--- config.mk ---
export PLATFORM = sky130hd
export DESIGN_NAME = rr_arbiter8
export DESIGN_NICKNAME = d
export VERILOG_FILES = /design/src/rtl/rr_arbiter8.sv
export SDC_FILE = /design/constraint.sdc
export NUM_CORES = 1
export LEC_CHECK = 0
export ABC_AREA = 1
export CAP_MARGIN = 20
export CORE_MARGIN = 2
export CORE_UTILIZATION = 45
export DETAILED_ROUTE_END_ITERATION = 16
export GPL_TIMING_DRIVEN = 0
export PLACE_DENSITY = 0.69
export SLEW_MARGIN = 20
export SYNTH_ARGS = -nofsm -noshare
export SYNTH_HDL_FRONTEND = slang
export SYNTH_SLANG_ARGS = --single-unit
--- constraint.sdc ---
create_clock -name clk -period 6.85 [get_ports clk]
set_input_delay 1.37 -clock clk [delete_from_list [all_inputs] [get_ports clk]]
set_output_delay 1.37 -clock clk [all_outputs]
set_load 0.02 [all_outputs]
--- src/rtl/rr_arbiter8.sv ---
`default_nettype none
// ============================================================================
// Module   : rr_arbiter8
// Brief    : 8-way round-robin arbiter with registered select/enable and hold timeout
// Revision : 1.0 - initial release
// ============================================================================
module rr_arbiter8 #(
  parameter int N        = 8,
  parameter int IDX_W    = 3,
  parameter int MAX_HOLD = 15
) (
  input  logic             clk,
  input  logic             rst,
  input  logic [N-1:0]     req,
  input  logic             done,
  output logic [N-1:0]     grant,
  output logic [IDX_W-1:0] grant_idx,
  output logic             grant_en,
  output logic             timeout
);

  localparam int CNT_W = $clog2(MAX_HOLD + 1);

  typedef enum logic [0:0] {
    S_IDLE = 1'b0,
    S_OWN  = 1'b1
  } state_t;

  state_t             state_q, state_d;
  logic [IDX_W-1:0]   ptr_q, ptr_d;
  logic [IDX_W-1:0]   grant_idx_q, grant_idx_d;
  logic               grant_en_q, grant_en_d;
  logic [CNT_W-1:0]   hold_q, hold_d;
  logic               timeout_q, timeout_d;

  logic [IDX_W-1:0]   winner;
  logic               found;
  logic [IDX_W-1:0]   cand;
  logic               rel_done, rel_drop, rel_max;

  // First set request at or above ptr; IDX_W-bit addition gives the wrap for free.
  always_comb begin
    winner = ptr_q;
    found  = 1'b0;
    cand   = ptr_q;
    for (int i = 0; i < N; i++) begin
      cand = ptr_q + IDX_W'(i);
      if (!found && req[cand]) begin
        winner = cand;
        found  = 1'b1;
      end
    end
  end

  always_comb begin
    state_d     = state_q;
    ptr_d       = ptr_q;
    grant_idx_d = grant_idx_q;
    grant_en_d  = grant_en_q;
    hold_d      = hold_q;
    timeout_d   = 1'b0;
    rel_done    = done;
    rel_drop    = !req[grant_idx_q];
    rel_max     = (hold_q == CNT_W'(MAX_HOLD));

    case (state_q)
      S_IDLE: begin
        if (found) begin
          grant_idx_d = winner;
          grant_en_d  = 1'b1;
          hold_d      = CNT_W'(1);
          state_d     = S_OWN;
        end
      end
      S_OWN: begin
        if (rel_done || rel_drop || rel_max) begin
          grant_en_d = 1'b0;
          hold_d     = '0;
          ptr_d      = grant_idx_q + IDX_W'(1);
          timeout_d  = rel_max && !rel_done && !rel_drop;
          state_d    = S_IDLE;
        end else begin
          hold_d = hold_q + CNT_W'(1);
        end
      end
      default: begin
        state_d    = S_IDLE;
        grant_en_d = 1'b0;
      end
    endcase
  end

  always_ff @(posedge clk) begin
    if (rst) begin
      state_q     <= S_IDLE;
      ptr_q       <= '0;
      grant_idx_q <= '0;
      grant_en_q  <= 1'b0;
      hold_q      <= '0;
      timeout_q   <= 1'b0;
    end else begin
      state_q     <= state_d;
      ptr_q       <= ptr_d;
      grant_idx_q <= grant_idx_d;
      grant_en_q  <= grant_en_d;
      hold_q      <= hold_d;
      timeout_q   <= timeout_d;
    end
  end

  generate
    for (genvar k = 0; k < N; k++) begin : g_grant
      assign grant[k] = grant_en_q && (grant_idx_q == IDX_W'(k));
    end
  endgenerate

  assign grant_idx = grant_idx_q;
  assign grant_en  = grant_en_q;
  assign timeout   = timeout_q;

endmodule
`default_nettype wire

======== After elaboration in Yosys (flattened, before gate mapping) ========
Index checks and enable logic that the tools add are counted.
word-level totals
  flip-flop bits (word level) ............. 13
  input bits .............................. 11
  word-level logic and storage cells ...... 111
operators by class
  add/subtract/negate cells ............... 9
  order comparisons ....................... 9
  equal/unequal tests ..................... 10
  multiplexer cells ....................... 42
  bitwise operators ....................... 2
  reduce and logical (&&, ||, !) cells .... 33
operator list
  cell                   number
  $lt A3 B4 Y1 const B   9
  $bmux W1 S3            9
  $mux W1                21
  $mux W3                7
  $logic_and A1 B1 Y1    17
  $add A3 B3 Y3 const B  4
  $eq A3 B3 Y1 const B   4
  $logic_not A1 Y1       9
  $mux W4                2
  $pmux W4 S2            1
  $add A3 B1 Y3 const B  2
  $add A3 B2 Y3 const B  2
  $eq A3 B2 Y1 const B   2
  $reduce_and A2 Y1      3
  $add A4 B1 Y4 const B  1
  $eq A4 B4 Y1 const B   1
  $pmux W1 S2            2
  $eq A3 B1 Y1 const B   1
  $logic_not A3 Y1       1
  $reduce_or A3 Y1       1
  $logic_or A1 B1 Y1     2
  $ne A2 B1 Y1 const B   1
  $ne A2 B2 Y1 const B   1
  $not A1 Y1             2

======== Longest topological paths before layout ========
  depth after elaboration ................. 26
  depth in mapped cells ................... 22
  depth with buffers taken out ............ 19

======== Least setup slack after synthesis ========
OpenSTA, ideal clock, no wires.
  path kind ............................... input port to flip-flop
  start ................................... input port req[7]
  end ..................................... register grant_idx_q[0], in the netlist grant_idx[0]
  setup time .............................. 112 ps
  arrival time ............................ 2486 ps
  slack ................................... 4252 ps
  cell stages on the path ................. 14
  path through ............................ nand2_1 nand3_1 nand2_1 nand2_1 nand2_1 nand2_2 clkinv_2 nand4_4 nor2_4 nand3_1 nand2_1 nand2_1 nor2_1 nor2_1
on the way
  longest elaborated chain between the ends .. 25
  elaborated cells between the ends (all ways) .. 46
  those cells by class .................... 31 x mux; 15 x reduce/logical
RTL lines
  item                           line  source
  start: declaration             14    input logic [N-1:0] req,
  $bmux W1 S3                    48    if (!found && req[cand]) begin
  $mux W1 (not written as such)  48
  $mux W1                        48
  $logic_not A1 Y1               48
  $logic_and A1 B1 Y1            48
  $mux W1                        48
  $logic_not A1 Y1               48
  $logic_and A1 B1 Y1            48
  (+9 left out)                  -
  $mux W1                        48
  $logic_not A1 Y1               48
  $logic_and A1 B1 Y1            48
  $mux W1                        48
  $logic_not A1 Y1               48
  $logic_and A1 B1 Y1            48
  $mux W1                        48
  $reduce_and A2 Y1 (no line)    -
  end signal: assignment         104   grant_idx_q <= grant_idx_d;
  end: declaration               31    logic [IDX_W-1:0] grant_idx_q, grant_idx_d;
Several ways; a longest one is shown, not always the timed one. The select of a mux whose other input is x is not followed.
A chain may end at the register's enable or synchronous reset.

======== Worst setup path in the final report ========
  start ................................... register grant_idx_q[0], in the netlist grant_idx[0]
  end ..................................... output port grant[3]
on the way
  longest elaborated chain between the ends .. 2
RTL lines
  item                 line  source
  $eq A3 B2 Y1         113   assign grant[k] = grant_en_q && (grant_idx_q == IDX_W'(k));
  $logic_and A1 B1 Y1  113
  end: declaration     16    output logic [N-1:0] grant,
No other way between the ends.

==> run_summary.xml <==
<?xml version="1.0" encoding="UTF-8"?>
<metrics>
  <group name="outcome">
    <metric name="status" unit="">finished clean</metric>
  </group>
  <group name="power">
    <metric name="share_seq_of_total_power" unit="%">16.8</metric>
    <metric name="p_int" unit="uW">301</metric>
    <metric name="power.clock.fraction" unit="%">7.4</metric>
    <metric name="power.net_switching" unit="uW">375</metric>
    <metric name="combinational_share_of_power" unit="%">75.8</metric>
    <metric name="switching_fraction_of_total_power" unit="%">55.5</metric>
    <metric name="total_leakage_power" unit="uW">0.000884</metric>
    <metric name="power.density_cell_area" unit="nW/um^2">376</metric>
    <metric name="vdd_ir_drop_max" unit="mV">0.178</metric>
  </group>
  <group name="detailed_routing">
    <metric name="post_drt_via_cell_ratio" unit="">4.83</metric>
    <metric name="drt_pre_antenna_iters" unit="">4</metric>
    <metric name="drt_wl_total" unit="um">3390</metric>
    <metric name="wl_per_cell" unit="um">10.8</metric>
    <metric name="detail_route.iter0.violations" unit="">55</metric>
    <metric name="num_vias" unit="">1513</metric>
    <metric name="antenna_violating_nets_post_route" unit="">0</metric>
    <metric name="drcViolationCount" unit="">0</metric>
  </group>
  <group name="cts">
    <metric name="cts.htree.levels" unit="">1</metric>
    <metric name="setup_bufs_post_cts" unit="">0</metric>
    <metric name="cts_repair_resize_count" unit="">0</metric>
    <metric name="cts_hold_repair.buffers" unit="">0</metric>
    <metric name="cts-buffers-inserted" unit="">3</metric>
    <metric name="tritoncts" unit="">done</metric>
    <metric name="clock-root-buffer" unit="">clkbuf_4</metric>
    <metric name="cts_buffer_depth" unit="">2</metric>
    <metric name="numClockSinks" unit="">13</metric>
    <metric name="worst_skew_pair.late_latency" unit="ps">290</metric>
    <metric name="worst_setup_hold_path_clk_slew" unit="ps">90</metric>
  </group>
  <group name="floorplan">
    <metric name="die-area" unit="um^2">3770</metric>
    <metric name="initial_utilization" unit="%">47.8</metric>
    <metric name="floorplan.die.width" unit="um">61.4</metric>
    <metric name="floorplan.core_area" unit="um^2">3100</metric>
    <metric name="ioPinCount" unit="">24</metric>
    <metric name="die-height" unit="um">61.4</metric>
    <metric name="floorplan_row_count" unit="">20</metric>
  </group>
  <group name="sta">
    <metric name="hold_slack" unit="ps">485</metric>
    <metric name="report.final.slew_viol_count" unit="">0</metric>
    <metric name="finalSetupViolations" unit="">0</metric>
    <metric name="worst_clock_skew" unit="ps">5.29</metric>
    <metric name="worst_slew_pin_slew" unit="ps">360</metric>
    <metric name="minimum_clock_period_after_layout" unit="ps">3220</metric>
    <metric name="fin_tns_setup" unit="ps">0</metric>
    <metric name="rsz0062_at_grt" unit="">false</metric>
    <metric name="maxClockFrequency" unit="GHz">0.310</metric>
    <metric name="timing.final.crit_share" unit="%">47.1</metric>
    <metric name="timing.max_slew.rel_slack" unit="%">75.8</metric>
    <metric name="finalHoldViolations" unit="">0</metric>
    <metric name="setup_ws" unit="ps">3630</metric>
  </group>
  <group name="logic_synthesis">
    <metric name="synth.cell_area" unit="um^2">1480</metric>
    <metric name="cell_with_the_most_instances_after_synthesis" unit="">nand2_1</metric>
    <metric name="netlist_instances" unit="">242</metric>
    <metric name="synth_commonest_cells" unit="">nand2_1 (79), nand3_1 (32), inv_1 (24)</metric>
    <metric name="ys_warn_count" unit="">0</metric>
    <metric name="synth-async-reset-ratio" unit="%">0</metric>
    <metric name="fraction_of_the_yosys_area_taken_by_sequential_cells" unit="%">17.5</metric>
    <metric name="synth_top_flop_cell" unit="">dfxtp_1</metric>
    <metric name="synthDistinctLibCells" unit="">35</metric>
    <metric name="synth_largest_area_cell" unit="">nand2_1</metric>
    <metric name="syn_area_per_cell" unit="um^2">6.13</metric>
    <metric name="syn-num-nets" unit="">262</metric>
    <metric name="synth-seq-cells" unit="">13</metric>
    <metric name="post-synth-top-area-fraction" unit="%">20.0</metric>
    <metric name="number_of_synthesized_flops_with_an_enable_pin" unit="">0</metric>
    <metric name="synthTopCellsByArea" unit="">nand2_1 (20%), dfxtp_1 (18%), nand3_1 (11%)</metric>
  </group>
  <group name="layout">
    <metric name="fillerInstances" unit="">326</metric>
    <metric name="sequential_cell_area" unit="um^2">260</metric>
    <metric name="utilization" unit="%">57.9</metric>
    <metric name="multi_input_comb_area" unit="um^2">1060</metric>
    <metric name="nNetsFinal" unit="">290</metric>
    <metric name="ratio_of_cells_with_drive_above_1_in_the_final_layout" unit="%">12.6</metric>
    <metric name="post_route_cell_area" unit="um^2">1800</metric>
    <metric name="insertedDiodeCount" unit="">0</metric>
    <metric name="area_growth_syn_to_layout" unit="%">21.1</metric>
  </group>
  <group name="run">
    <metric name="maxCapViolCount" unit="">0</metric>
  </group>
  <group name="worst_setup_path">
    <metric name="timing.critical_path.arrival" unit="ps">1850</metric>
    <metric name="required" unit="ps">5480</metric>
    <metric name="max_stage_delay" unit="ps">590</metric>
    <metric name="setup.worst_path.end_class" unit="">primary output</metric>
    <metric name="critical_path.startpoint_type" unit="">register</metric>
    <metric name="worst-path-max-fanout" unit="">8</metric>
    <metric name="highest_delay_cell_along_the_critical_path" unit="">clkdlybuf4s50_1</metric>
    <metric name="crit_chain" unit="">ha_1 &gt; ha_1 &gt; nand2_1 &gt; inv_1 &gt; clkdlybuf4s50_1</metric>
    <metric name="timing.critical_path.mode_cell" unit="">ha_1</metric>
    <metric name="type_of_the_setup_path_with_the_least_slack" unit="">reg -&gt; out</metric>
  </group>
  <group name="placed_design">
    <metric name="routabilityCongestion" unit="">0.799</metric>
    <metric name="port_buffers" unit="">23</metric>
    <metric name="detailedPlace.worstSlack" unit="ps">3520</metric>
    <metric name="detailed_place_hpwl" unit="um">2760</metric>
    <metric name="placedInstanceArea" unit="um^2">1770</metric>
  </group>
  <group name="grt">
    <metric name="grt_start_max_net_pins" unit="">11</metric>
    <metric name="grt_pass1_wl" unit="um">5590</metric>
    <metric name="via_count_of_the_first_global_routing_pass" unit="">1338</metric>
    <metric name="antenna_found_initial" unit="">0</metric>
    <metric name="groute.usage.overall" unit="%">19.6</metric>
    <metric name="grt_overflow" unit="">0</metric>
  </group>
  <group name="hold_path">
    <metric name="hp-class" unit="">reg -&gt; reg</metric>
  </group>
</metrics>
==> metrics by stage <==
stage                     std cells  power (uW)
final                           313         676
after global routing            313         754
after CTS                       313         680
after detailed placement        309         630
after global placement          309         626
after floorplan                 242         511
==> final timing paths <==
check               start           end  slack (ps)  cells after the start
max reg2reg      ptr_q[0]  grant_idx[0]        4260                     19
min reg2reg     hold_q[1]     hold_q[1]         490                      2
min             hold_q[1]     hold_q[1]         490                      2
max          grant_idx[0]      grant[3]        3630                      5
==> power groups by stage <==
stage	Combinational [uW]	Sequential (uW)	Clock, uW
after floorplan	390	121	0
after global placement	511	115	0
after detailed placement	514	116	0
after CTS	516	114	49.8
after global routing	585	117	51.8
final	513	113	50.2
==> layer usage <==
layer  track usage, %  part of all wire (%)
met5                0                     0
met2             34.5                    46
met1             25.1                    50
met3             1.89                   2.0
met4             6.38                   1.7
==> critical path: cells and delay by family (launching register included) <==
family,cells,cell delay [ps]
adders and majority gates,2,390
buffers and inverters,2,640
DFF,1,480
and+or+nand+nor,1,50
==> placed cells by master (no fill, tap or decap), types with 2 or more instances in the layout <==
cell             instances
nand2_1                 79
nand3_1                 32
inv_1                   24
clkdlybuf4s50_1         23
nor2_1                  21
dfxtp_1                 13
a21oi_1                 10
ha_1                     9
o21ai_0                  7
nand2_2                  6
xor2_1                   4
nand3_2                  4
inv_2                    3
xnor2_1                  3
clkbuf_4                 3
buf_4                    2
clkinv_2                 2
nor2_4                   2
o22ai_1                  2
a21oi_2                  2
or2_1                    2
==> final cells by class <==
type,count,area share (%)
multi-input combinational,195,59.3
timing repair buffer,23,12.8
buffer,5,2.58
tap,44,3.06
sequential,13,14.5
clock inverter,1,0.279
inverter,29,6.27
clock buffer,3,1.25
==> cells by family (layout without fill, tap and decap cells) <==
logic type               Yosys count  in the layout  synth area share [%]
AND/OR/NAND/NOR                  153            153                  48.8
buffers and inverters             34             61                  10.7
AO/OA/AOI/OAI                     25             25                  10.1
flip-flops                        13             13                  17.5
adder cells (fa/ha/maj)            9              9                  7.59
XOR/XNOR                           8              8                  5.23
==> flip-flops by register name, indices dropped and copies added, names as in the netlist <==
register,count
timeout,1
grant_idx,3
state_q,1
grant_en,1
hold_q,4
ptr_q,3
Power figures use the tool's default switching activity.
